**config.mk**
```make
export PLATFORM = sky130hd
export DESIGN_NAME = crack_coord
export DESIGN_NICKNAME = d
export VERILOG_FILES = /design/src/rtl/crack_pkg.sv /design/src/rtl/crack_coord_lane_pick.sv /design/src/rtl/crack_coord.sv
export SDC_FILE = /design/constraint.sdc
export NUM_CORES = 1
export LEC_CHECK = 0
export ABC_AREA = 1
export BUFFER_PORTS_ARGS = -buffer_cell sky130_fd_sc_hd__buf_2
export CELL_PAD_IN_SITES_DETAIL_PLACEMENT = 0
export CELL_PAD_IN_SITES_GLOBAL_PLACEMENT = 1
export CORE_UTILIZATION = 35
export DETAILED_ROUTE_END_ITERATION = 16
export PLACE_DENSITY_LB_ADDON = 0.1
export SETUP_SLACK_MARGIN = 0.3
export SKIP_CTS_REPAIR_TIMING = 1
export SYNTH_ARGS = -nofsm -noshare
export SYNTH_HDL_FRONTEND = slang
export SYNTH_SLANG_ARGS = --single-unit
```
**constraint.sdc**
```tcl
create_clock -name clk -period 2.8 [get_ports clk]
set_input_delay 0.14 -clock clk [delete_from_list [all_inputs] [get_ports clk]]
set_output_delay 0.14 -clock clk [all_outputs]
set_load 0.005 [all_outputs]
```
**src/rtl/crack_pkg.sv**
```systemverilog
// crack_pkg: shared constants and types for the crack-engine coordinator.
//   KEY_W         - key width carried between host, coordinator and engines
//   MAX_ENG       - largest supported engine count
//   LANE_W        - width of a lane index (fits MAX_ENG lanes)
//   coord_state_t - coordinator FSM states
//   rounds_inc    - saturating increment for the sync-round counter
package crack_pkg;

    localparam int KEY_W   = 24;
    localparam int MAX_ENG = 8;
    localparam int LANE_W  = 3;

    typedef enum logic [2:0] {
        ST_IDLE,
        ST_LAUNCH,
        ST_RUN,
        ST_SYNC,
        ST_FOUND,
        ST_EXHAUSTED
    } coord_state_t;

    function automatic logic [KEY_W-1:0] rounds_inc(input logic [KEY_W-1:0] r);
        return (&r) ? r : r + 1'b1;
    endfunction

endpackage

```
**src/rtl/crack_coord_lane_pick.sv**
```systemverilog
// lane_pick: combinational lowest-index priority encoder.
//   req - per-lane request vector
//   idx - index of the lowest-numbered set bit (0 when none set)
//   any - at least one request bit is set
module lane_pick
    import crack_pkg::*;
#(
    parameter int N = 2
) (
    input  logic [N-1:0]      req,
    output logic [LANE_W-1:0] idx,
    output logic              any
);

    // Scan from the top down so the lowest set lane is the last to write.
    always_comb begin
        idx = '0;
        any = 1'b0;
        for (int i = N - 1; i >= 0; i--) begin
            if (req[i]) begin
                idx = LANE_W'(i);
                any = 1'b1;
            end
        end
    end

endmodule

```
**src/rtl/crack_coord.sv**
```systemverilog
// crack_coord: coordinates NUM_ENG crack engines searching interleaved key
// spaces. Launches all engines together, broadcasts a sync once every live
// engine is parked in standby, and stops on the first reported key or when
// every engine has run out of keys.
//   clk, rst_n          - clock, asynchronous active-low reset
//   en / rdy            - host start request / coordinator idle or finished
//   key, key_valid      - winning key and its valid flag
//   found_lane          - index of the winning engine
//   rounds              - sync rounds issued since the last launch (saturating)
//   eng_en, eng_cancel  - per-engine one-cycle start / cancel pulses
//   eng_sync            - broadcast one-cycle sync pulse
//   eng_rdy, eng_standby, eng_key, eng_key_valid - per-engine status
//   eng_start_key, eng_key_increment             - constant key-space split
module crack_coord
    import crack_pkg::*;
#(
    parameter int NUM_ENG = 2
) (
    input  logic                     clk,
    input  logic                     rst_n,
    input  logic                     en,
    output logic                     rdy,
    output logic [KEY_W-1:0]         key,
    output logic                     key_valid,
    output logic [LANE_W-1:0]        found_lane,
    output logic [KEY_W-1:0]         rounds,
    output logic [NUM_ENG-1:0]       eng_en,
    input  logic [NUM_ENG-1:0]       eng_rdy,
    output logic [NUM_ENG-1:0]       eng_cancel,
    output logic                     eng_sync,
    input  logic [NUM_ENG-1:0]       eng_standby,
    output logic [KEY_W*NUM_ENG-1:0] eng_start_key,
    output logic [KEY_W-1:0]         eng_key_increment,
    input  logic [KEY_W*NUM_ENG-1:0] eng_key,
    input  logic [NUM_ENG-1:0]       eng_key_valid
);

    coord_state_t       state;
    logic [NUM_ENG-1:0] done_q;
    logic [NUM_ENG-1:0] done_now;
    logic [NUM_ENG-1:0] cancel_mask;
    logic               sync_ign;
    logic               en_pending;
    logic               all_parked;
    logic               any_standby;
    logic [LANE_W-1:0]  win_idx;
    logic               win_any;
    logic [KEY_W-1:0]   win_key;

    // Lane i starts at key i and strides by NUM_ENG: the lanes interleave.
    for (genvar g = 0; g < NUM_ENG; g++) begin : g_start
        assign eng_start_key[g*KEY_W +: KEY_W] = KEY_W'(g);
    end
    assign eng_key_increment = KEY_W'(NUM_ENG);

    // An engine still shows rdy in the cycle its start pulse is out, so
    // done detection is masked while any eng_en is pending.
    assign en_pending  = |eng_en;
    assign done_now    = done_q | (eng_rdy & ~eng_key_valid & {NUM_ENG{~en_pending}});
    assign all_parked  = &(eng_standby | done_now);
    assign any_standby = |(eng_standby & ~done_now);
    // Winner and other key holders are never cancelled, nor are idle lanes.
    assign cancel_mask = ~done_now & ~eng_key_valid;

    lane_pick #(.N(NUM_ENG)) u_pick (
        .req (eng_key_valid),
        .idx (win_idx),
        .any (win_any)
    );

    always_comb begin
        win_key = '0;
        for (int i = 0; i < NUM_ENG; i++) begin
            if (LANE_W'(i) == win_idx) win_key = eng_key[i*KEY_W +: KEY_W];
        end
    end

    always_ff @(posedge clk or negedge rst_n) begin
        if (!rst_n) begin
            state      <= ST_IDLE;
            rdy        <= 1'b1;
            key        <= '0;
            key_valid  <= 1'b0;
            found_lane <= '0;
            rounds     <= '0;
            eng_en     <= '0;
            eng_cancel <= '0;
            eng_sync   <= 1'b0;
            done_q     <= '0;
            sync_ign   <= 1'b0;
        end else begin
            eng_en     <= '0;
            eng_cancel <= '0;
            eng_sync   <= 1'b0;
            case (state)
                ST_IDLE, ST_FOUND, ST_EXHAUSTED: begin
                    if (en) begin
                        state      <= ST_LAUNCH;
                        rdy        <= 1'b0;
                        key        <= '0;
                        key_valid  <= 1'b0;
                        found_lane <= '0;
                        rounds     <= '0;
                        done_q     <= '0;
                        sync_ign   <= 1'b0;
                    end
                end
                ST_LAUNCH: begin
                    if (&eng_rdy) begin
                        eng_en <= '1;
                        state  <= ST_RUN;
                    end
                end
                ST_RUN: begin
                    done_q   <= done_now;
                    sync_ign <= 1'b0;
                    if (win_any) begin
                        state      <= ST_FOUND;
                        rdy        <= 1'b1;
                        key_valid  <= 1'b1;
                        key        <= win_key;
                        found_lane <= win_idx;
                        eng_cancel <= cancel_mask;
                    end else if (&done_now) begin
                        state <= ST_EXHAUSTED;
                        rdy   <= 1'b1;
                    end else if (!sync_ign && all_parked && any_standby) begin
                        state    <= ST_SYNC;
                        eng_sync <= 1'b1;
                    end
                end
                ST_SYNC: begin
                    // Standby seen in the next RUN cycle predates this sync.
                    rounds   <= rounds_inc(rounds);
                    sync_ign <= 1'b1;
                    state    <= ST_RUN;
                end
                default: state <= ST_IDLE;
            endcase
        end
    end

endmodule
```
==> impl_metrics.py, run 1 <==
metrics = {
    "die": {
        "rows": 38,
        "ios": 187,
        "core_sq_mm": 0.0109,
        "dieArea_sq_mm": 0.0117,
        "die_w_microns": 108,
        "start_util": 0.362,
        "die_h_microns": 108,
    },
    "timing": {
        "hold_ws_ns": 0.0277,
        "setup_viol": 0,
        "setup_tns_ns": 0,
        "final_hold_viol_count": 0,
        "worstMarginPinSlew_ns": 0.735,
        "slew_viol_final": 0,
        "rsz0062_at_grt": "false",
        "achievable-frequency_ghz": 0.467,
        "fin_worst_skew_ns": 0.00352,
        "fin_crit_ns": 2.14,
        "period_share": 0.764,
        "max_slew_margin": 0.508,
    },
    "critical_path": {
        "critical_path_class": "reg2reg",
        "crit_path_cell_trace": "ha_1 -> inv_1 -> nor2_4 -> nand3_2 -> nor2_2 -> nand3_2 -> nand2_4 -> inv_1 -> nand2_1 -> nand2_1",
        "r2r-end": "rounds[11]",
        "endpoint_kind": "register",
        "crit_arrival_ns": 2.36,
        "r2r_slack_ns": 0.66,
        "r2r_start": "rounds[0]",
        "r2r_cells": 10,
        "crit_path_max_incr_delay_ns": 0.46,
        "crit_fanout": 34,
        "critPathSlowestCell": "dfrtp_1",
        "cp-start-kind": "register",
        "cp.required_ns": 3.02,
    },
    "final_layout": {
        "regArea_sq_mm": 0.00153,
        "final_common_cell": "nand2_1",
        "mostFrequentLayoutCells": "nand2_1 (114), buf_2 (112), conb_1 (74)",
        "syn_to_final_growth_pct": 17.9,
        "final_nets": 669,
        "finish.utilization": 0.427,
        "layout-drive-gt1-share": 0.256,
        "fillCellCount": 1160,
        "design_area_sq_mm": 0.00467,
        "diodes": 0,
        "multi_input_area_sq_mm": 0.00185,
    },
    "clock_network": {
        "clkLatencyLatePin_ns": 0.33,
        "cts_buffer_depth": 2,
        "numCtsBuffers": 9,
        "clock-sinks": 61,
        "cts_max_level": 3,
        "cts_root_buf": "clkbuf_16",
        "cts.clk_slew.worst_paths_ns": 0.05,
        "cts_tree": "yes",
    },
    "status": {
        "status": "completed",
    },
    "logic_synthesis": {
        "ys_seq_area_frac": 0.386,
        "synth_edf_count": 0,
        "synth_seq_cells": 61,
        "synthCells": 497,
        "synthFlopType": "dfrtp_1",
        "ys_warn_count": 0,
        "postSynthAreaPerCell_sq_um": 7.96,
        "synth_area_sq_mm": 0.00396,
        "synthDistinctLibCells": 34,
        "synthArstFlopShare": 1.00,
    },
    "worst_hold_path": {
        "hold_path_end": "eng_cancel[1]",
        "hold_class": "in2reg",
        "min_from": "eng_key_valid[1]",
        "whs_path_depth": 2,
    },
    "route": {
        "via_per_inst": 4.37,
        "drt-initial-drc-count": 102,
        "met3_length_microns": 676,
        "ant_nets": 0,
        "finalWirelength_microns": 9840,
        "first_pass_iters": 4,
        "wl_per_cell_microns": 13.0,
        "vias": 3304,
        "met1Wirelength_microns": 4600,
        "dr_wl_met2_microns": 4410,
        "drc": 0,
        "routed.top_layer": "met4",
    },
    "global_routing": {
        "grt_max_degree": 35,
        "grt-ovfl-total": 0,
        "grt_usage": 0.177,
        "antenna_found_initial": 0,
        "grt_pass1_vias": 3057,
        "grt_first_pass_wirelength_microns": 15700,
    },
    "placement": {
        "place_area_sq_mm": 0.00435,
        "gp_congestion": 0.847,
        "io_buffers": 112,
        "post-dp-hpwl_microns": 7360,
    },
    "pwr": {
        "p_int_mw": 2.20,
        "power_density_mw_per_mm2": 718,
        "seq_power_share": 0.351,
        "p_switching_mw": 1.16,
        "combPwrFrac": 0.298,
        "switching_share": 0.345,
        "ir_drop_mv": 0.303,
        "pwr-share-clk": 0.352,
        "p_leak_nw": 2.51,
    },
    "run": {
        "cap_viol_max_count": 0,
    },
}
-- registers in the layout, summed over array words and instances, names as in the netlist --
signal      flops
rounds         24
done_q          2
eng_sync        1
sync_ign        1
eng_en          1
eng_cancel      2
found_lane      1
key_valid       1
rdy             1
key            24
state           3
-- power by group through the flow --
stage | sequential (mW) | clock (mW) | combinational, mW
2_1_floorplan | 1.19 | 0 | 0.771
3_3_place_gp | 1.18 | 0 | 1.01
3_5_place_dp | 1.18 | 0 | 1.01
4_1_cts | 1.18 | 1.21 | 1.01
5_1_grt | 1.20 | 1.25 | 1.13
6_report | 1.18 | 1.18 | 0.999
-- per-layer routing --
metal | up-vias | global-route usage
met1 | 1497 | 0.238
met5 | - | 0
met4 | 0 | 0.0637
met2 | 114 | 0.268
met3 | 16 | 0.0512
li1 | 1677 | -
-- cell usage after synthesis, types with 2 or more instances --
library cell    n  share of area
buf_4          77           0.15
inv_1          52          0.049
buf_2           6         0.0076
dfrtp_1        60           0.38
mux2i_1        24          0.061
nand3_1        31          0.039
conb_1          2         0.0019
o21bai_1        2         0.0038
nand2_1       114           0.11
buf_6           2         0.0057
or2_2           4         0.0063
inv_2           2         0.0019
nand3_2         2         0.0051
xor2_1          4         0.0089
nand4_1         4         0.0063
nor3_1          6         0.0076
nor2_2          3         0.0047
o21ai_1         3         0.0038
o21ai_0         8          0.010
o21ai_2        10          0.022
nand2_2         2         0.0032
xnor2_1         4         0.0089
a21oi_1         2         0.0025
nor2_1         37          0.035
o22ai_1        25          0.040
nor2_4          3         0.0085
-- final cells by class --
type                       instances  share of cell area
inverter                          54              0.0434
clock inverter                     4              0.0155
timing repair buffer             117               0.129
clock buffer                      12              0.0507
multi-input combinational        368               0.397
tap                              140              0.0375
sequential                        61               0.327
-- stage by stage --
| step | setup slack (ns) | cells | power [mW] |
|---|---|---|---|
| 5_1_grt | 0.449 | 756 | 3.58 |
| 3_5_place_dp | 0.706 | 739 | 2.20 |
| 6_report | 0.660 | 756 | 3.35 |
| 4_1_cts | 0.671 | 755 | 3.40 |
| 2_1_floorplan | 1.13 | 569 | 1.96 |
| 3_3_place_gp | 0.799 | 739 | 2.19 |
-- critical path, delay by kind of cell, from the launching register on --
kind / cells / cell delay [ns]
buffers and inverters: 2 / 0.24
DFF: 1 / 0.46
and+or+nand+nor: 7 / 1.01
adders and majority gates: 1 / 0.31
-- cells by family after synthesis --
family                   count (synthesis)  synth area share
other                                    2           0.00190
multiplexers                            24            0.0607
adder cells (fa/ha/maj)                  1           0.00316
XOR/XNOR                                 8            0.0177
flip-flops                              61             0.386
buffers and inverters                  140             0.214
AO/OA/AOI/OAI                           52            0.0857
AND/OR/NAND/NOR                        209             0.230
-- how the worst max path moves through the flow --
stage                          from         end  depth (start not counted)
after floorplan           rounds[0]  rounds[13]                          9
after global placement    rounds[0]   rounds[9]                         10
after detailed placement  rounds[0]  rounds[11]                         10
after CTS                 rounds[0]  rounds[11]                         10
after global routing      rounds[0]  rounds[11]                         10
final                     rounds[0]  rounds[11]                         10
Note: power is estimated with default switching activity, not from simulation.
==> run 2: changes to the inputs <==
- CORE_UTILIZATION: 35 -> 33
- clock period: 2.8 -> 2.2 ns (I/O delays scaled with it)
==> run 2 against run 1 <==
  * The flow now finishes with violations (design-rule violations, negative hold slack)
  * Final cell count grew 1.5%
  * Flip-flop and latch count is the same
  * Sequential power grew 26%
  * Largest power group unchanged
  * Global-route usage shrank 1.1 points
  * Register-to-register slack lost 0.24 ns
  * Clock power grew 24%
  * Utilization shrank 1.4 points
  * Setup slack lost 0.24 ns
  * Combinational power grew 37%
  * Clock skew grew 0.0012 ns
  * Fmax grew 20%
  * Wire length grew 1.4%
==> impl_metrics.py, run 2 (synthesis gave the netlist of run 1 again) <==
metrics = {
    "critical_path": {
        "crit_arrival_ns": 2.04,
        "r2r_slack_ns": 0.42,
        "cp.required_ns": 2.45,
        "r2r-end": "rounds[6]",
        "crit_fanout": 17,
        "cp_common_cell": "nand3_2",
        "r2r_start": "rounds[0]",
        "crit_path_max_incr_delay_ns": 0.43,
        "critical_path.top_delay_family": "simple AND/OR/NAND/NOR gates",
        "critPathSlowestCell": "dfrtp_2",
        "cp-start-kind": "register",
        "crit_path_cell_trace": "ha_2 -> inv_1 -> nor2_4 -> nand3_2 -> nor2_2 -> nand3_2 -> nand2_8 -> buf_12 -> nand2_1 -> o21ai_2",
        "endpoint_kind": "register",
        "critical_path_class": "reg2reg",
        "r2r_cells": 10,
        "critical_path_buf_inv_count": 2,
    },
    "pwr": {
        "power_density_mw_per_mm2": 905,
        "total_power_mw": 4.32,
        "ir_drop_mv": 0.526,
        "p_leak_nw": 2.55,
    },
    "route": {
        "drc": 10,
        "vias": 3336,
        "first_pass_iters": 10,
        "via_per_inst": 4.35,
        "finalWirelength_microns": 9980,
        "drt-initial-drc-count": 156,
        "ant_nets": 0,
        "wl_per_cell_microns": 13.0,
    },
    "clock_network": {
        "cts_max_level": 3,
        "cts_root_buf": "clkbuf_16",
        "clock-sinks": 61,
        "clkLatencyLatePin_ns": 0.33,
        "cts_buffer_depth": 2,
        "cts.clk_slew.worst_paths_ns": 0.06,
        "cts_tree": "yes",
        "numCtsBuffers": 9,
    },
    "final_layout": {
        "diodes": 0,
        "final_common_cell": "nand2_1",
        "mostFrequentLayoutCells": "nand2_1 (114), buf_2 (112), conb_1 (74)",
        "fillCellCount": 1251,
        "reg.largest.list": "key (24), rounds (24), state (3)",
        "syn_to_final_growth_pct": 20.6,
        "stdcell_count": 767,
        "layout-drive-gt1-share": 0.276,
        "final_nets": 677,
    },
    "placement": {
        "post-dp-hpwl_microns": 7420,
        "io_buffers": 112,
        "placedCellCount": 749,
        "gp_congestion": 0.855,
    },
    "worst_hold_path": {
        "whs_path_depth": 2,
        "hold_class": "in2reg",
        "hold_path_end": "eng_cancel[1]",
        "min_from": "eng_key_valid[1]",
    },
    "global_routing": {
        "grt_usage": 0.165,
        "antenna_found_initial": 0,
        "grt-ovfl-total": 0,
        "grt_pass1_vias": 3195,
        "grt_first_pass_wirelength_microns": 16100,
        "grt_max_degree": 62,
    },
    "status": {
        "status": "finished, violations left",
        "violations": "design-rule violations, negative hold slack",
    },
    "timing": {
        "setup_viol": 0,
        "worstMarginPinSlew_ns": 0.772,
        "hold_ws_ns": -0.00318,
        "setup_tns_ns": 0,
        "rsz0062_at_grt": "true",
        "achievable-frequency_ghz": 0.561,
        "final_hold_viol_count": 1,
        "max_slew_margin": 0.483,
        "fin_worst_skew_ns": 0.00468,
        "slew_viol_final": 0,
        "fin_crit_ns": 1.78,
        "period_share": 0.811,
    },
    "die": {
        "ios": 187,
        "die_h_microns": 112,
        "die_w_microns": 112,
        "core_sq_mm": 0.0116,
        "rows": 39,
        "dieArea_sq_mm": 0.0124,
        "start_util": 0.342,
    },
    "run": {
        "cap_viol_max_count": 0,
    },
}
==> run 2: how the worst max path moves through the flow <==
stage	startpoint	endpoint	slack (ns)	cells after the start
2_1_floorplan	rounds[0]	rounds[13]	0.53	9
3_3_place_gp	rounds[0]	rounds[8]	0.29	10
3_5_place_dp	rounds[0]	rounds[6]	0.15	10
4_1_cts	rounds[0]	rounds[6]	0.13	10
5_1_grt	rounds[0]	rounds[8]	0.29	10
6_report	rounds[0]	rounds[6]	0.42	10
==> run 2: final cells by class <==
| cell class | instances | area (sq um) | share of cell area |
|---|---|---|---|
| inverters | 54 | 206 | 0.0432 |
| multi-input cells | 368 | 1860 | 0.390 |
| well taps | 143 | 179 | 0.0375 |
| clock inverters | 5 | 58.8 | 0.0123 |
| clock buffers | 11 | 253 | 0.0529 |
| flip-flops and latches | 61 | 1530 | 0.320 |
| repair buffers | 125 | 686 | 0.144 |
==> run 2: worst reg2reg max path, stage by stage (launching register included) <==
cell and delay [ns]:
dfrtp_2 0.43, ha_2 0.25, inv_1 0.09, nor2_4 0.10, nand3_2 0.08, nor2_2 0.10
nand3_2 0.15, nand2_8 0.20, buf_12 0.16, nand2_1 0.08, o21ai_2 0.07
==> run 2: per-layer routing <==
| layer | wire (microns) | track usage | vias up |
|---|---|---|---|
| met2 | 4740 | 0.277 | 116 |
| met3 | 635 | 0.0544 | 4 |
| met5 | 0 | 0 | - |
| met4 | 59 | 0.0297 | 0 |
| li1 | - | - | 1689 |
| met1 | 4550 | 0.209 | 1527 |
==> run 2: stage by stage <==
step	util	hold WS (ns)	setup slack [ns]	cell area (sq um)
3_5_place_dp	0.383	0.153	0.148	4430
3_3_place_gp	0.383	0.151	0.287	4430
6_report	0.413	-0.00318	0.416	4770
2_1_floorplan	-	-0.186	0.531	4230
5_1_grt	0.413	0.00168	0.290	4770
4_1_cts	0.410	-0.196	0.133	4740
==> run 2: power breakdown <==
group	leakage [nW]	internal [mW]	switching, mW	total, mW
sequential	0.823	1.35	0.138	1.49
combinational	1.58	0.518	0.850	1.37
clock	0.148	0.938	0.521	1.46
total	2.55	2.81	1.51	4.32
==> run 3: changes to the inputs <==
- CORE_UTILIZATION: 33 -> 30
- clock period: 2.2 -> 1.5 ns (I/O delays scaled with it)
==> run 3 against run 2 <==
  * The flow finishes with violations (negative setup slack)
  * Final cell count grew 12%
  * Flip-flop and latch count is the same
  * Global-route usage shrank 0.89 points
  * Sequential power grew 45%
  * Clock skew grew 0.0014 ns
  * Combinational power grew to 2.9 times the previous value
  * Utilization grew 4.7 points
==> impl_metrics.py, run 3 (synthesis gave the netlist of run 1 again) <==
metrics = {
    "critical_path": {
        "r2r_slack_ns": -0.04,
        "cp.required_ns": 1.75,
        "critical_path_class": "reg2reg",
        "r2r_cells": 8,
        "crit_end": "found_lane[0]",
        "endpoint_kind": "register",
        "crit_arrival_ns": 1.79,
        "cp-start-kind": "register",
        "crit_fanout": 6,
        "r2r-end": "found_lane[0]",
        "startpoint": "state[2]",
        "r2r_start": "state[2]",
    },
    "global_routing": {
        "met1_usage": 0.207,
        "grt_first_pass_wirelength_microns": 16000,
        "gr-max-usage-layer": "met2",
        "antenna_found_initial": 0,
        "grtUsageMet3": 0.0324,
        "grt_pass1_vias": 3201,
        "grt_max_degree": 62,
        "grt_usage": 0.156,
        "grt_use_met2": 0.253,
        "grt-ovfl-total": 0,
    },
    "placement": {
        "place_area_sq_mm": 0.00484,
        "io_buffers": 112,
        "placedCellCount": 817,
        "gp_congestion": 0.751,
        "post-dp-hpwl_microns": 8040,
    },
    "timing": {
        "worstMarginPinSlew_ns": 0.935,
        "achievable-frequency_ghz": 0.649,
        "rsz0062_at_grt": "true",
        "final_hold_viol_count": 0,
        "slew_viol_final": 0,
        "hold_ws_ns": 0.0463,
        "setup_viol": 22,
        "max_slew_margin": 0.375,
        "fin_worst_skew_ns": 0.00608,
        "period_share": 1.03,
        "fin_crit_ns": 1.54,
        "setup_slack_ns": -0.0411,
    },
    "pwr": {
        "p_switching_mw": 3.04,
        "ir_drop_mv": 0.572,
        "p_leak_nw": 2.99,
        "p_int_mw": 5.09,
        "power_density_mw_per_mm2": 1390,
        "combPwrFrac": 0.494,
        "pwr-share-clk": 0.240,
        "switching_share": 0.374,
        "seq_power_share": 0.266,
    },
    "final_layout": {
        "diodes": 0,
        "syn_to_final_growth_pct": 47.8,
        "multi_input_area_sq_mm": 0.00232,
        "fillCellCount": 1299,
        "design_area_sq_mm": 0.00585,
        "regArea_sq_mm": 0.00154,
        "reg.largest.list": "key (24), rounds (24), state (3)",
        "stdcell_count": 856,
        "layout-drive-gt1-share": 0.446,
        "mostFrequentLayoutCells": "buf_2 (112), nand2_1 (93), conb_1 (74)",
        "final_nets": 737,
        "final_common_cell": "buf_2",
        "finish.utilization": 0.460,
    },
    "clock_network": {
        "clkLatencyLatePin_ns": 0.33,
        "clock-sinks": 61,
        "cts.clk_slew.worst_paths_ns": 0.05,
        "cts_max_level": 3,
        "numCtsBuffers": 9,
        "cts_root_buf": "clkbuf_16",
        "cts_tree": "yes",
        "cts_buffer_depth": 2,
    },
    "status": {
        "status": "finished, violations left",
        "violations": "negative setup slack",
    },
    "die": {
        "start_util": 0.311,
        "ios": 187,
        "core_sq_mm": 0.0127,
        "die_h_microns": 117,
        "dieArea_sq_mm": 0.0137,
        "rows": 41,
        "die_w_microns": 117,
    },
    "route": {
        "drt-initial-drc-count": 151,
        "vias": 3680,
        "ant_nets": 0,
        "first_pass_iters": 4,
        "via_per_inst": 4.30,
        "finalWirelength_microns": 11900,
        "wl_per_cell_microns": 13.9,
        "drc": 0,
    },
    "worst_hold_path": {
        "hold_class": "in2reg",
    },
    "run": {
        "cap_viol_max_count": 0,
    },
}
-- run 3: changes by cell type in the layout (fill, tap and decap cells not counted), moves of 8 or more --
cell,previous run,this run
buf_4,10,44
buf_6,0,10
nand2_1,114,93
nand2_2,2,14
nand2_4,0,8
o22ai_1,25,2
o22ai_2,0,23
-- run 3: how the worst min path moves through the flow --
| stage | endpoint | slack, ns | startpoint | cells past startpoint |
|---|---|---|---|---|
| floorplan | done_q[0] | -0.22 | rst_n | 0 |
| global placement | done_q[0] | 0.12 | rst_n | 2 |
| detailed placement | done_q[0] | 0.12 | rst_n | 2 |
| CTS | rounds[21] | -0.23 | rst_n | 2 |
| global route | key[10] | 0.06 | eng_key[34] | 3 |
| finish | eng_en[0] | 0.05 | eng_rdy[0] | 3 |
-- run 3: metrics by stage --
step | setup TNS [ns] | worst slack (ns) | power [mW]
after global placement | -4.03 | -0.126 | 4.65
after CTS | -6.39 | -0.223 | 6.68
final | -0.364 | -0.0411 | 8.13
after floorplan | 0 | 0.00694 | 3.82
after detailed placement | -5.94 | -0.220 | 4.69
after global routing | -3.96 | -0.125 | 8.58
-- run 3: layout make-up --
| type | count | area share |
|---|---|---|
| sequential | 61 | 0.262 |
| clock inverter | 6 | 0.00663 |
| tap | 172 | 0.0368 |
| inverter | 54 | 0.0359 |
| multi-input combinational | 372 | 0.396 |
| clock buffer | 10 | 0.0408 |
| timing repair buffer | 181 | 0.221 |
-- run 3: worst max-delay path, stage by stage, from the launching register on --
cell and delay [ns]:
dfrtp_1 0.41, nor2_2 0.13, inv_2 0.07, nor2_4 0.15, buf_8 0.17, buf_6 0.12, a21oi_4 0.08, clkbuf_16 0.23
o22ai_1 0.11
-- run 3: power groups by stage --
stage / clock (mW) / combinational, mW / sequential, mW
after global placement: 0 / 2.47 / 2.18
after floorplan: 0 / 1.59 / 2.23
after detailed placement: 0 / 2.50 / 2.19
after CTS: 2.01 / 2.51 / 2.16
after global routing: 2.08 / 4.31 / 2.20
final: 1.95 / 4.01 / 2.16
-- run 3: per-layer routing --
layer	vias to the layer above	wire length, microns
li1	1824	-
met1	1723	5480
met2	118	5560
met3	15	629
met4	0	199
met5	-	0
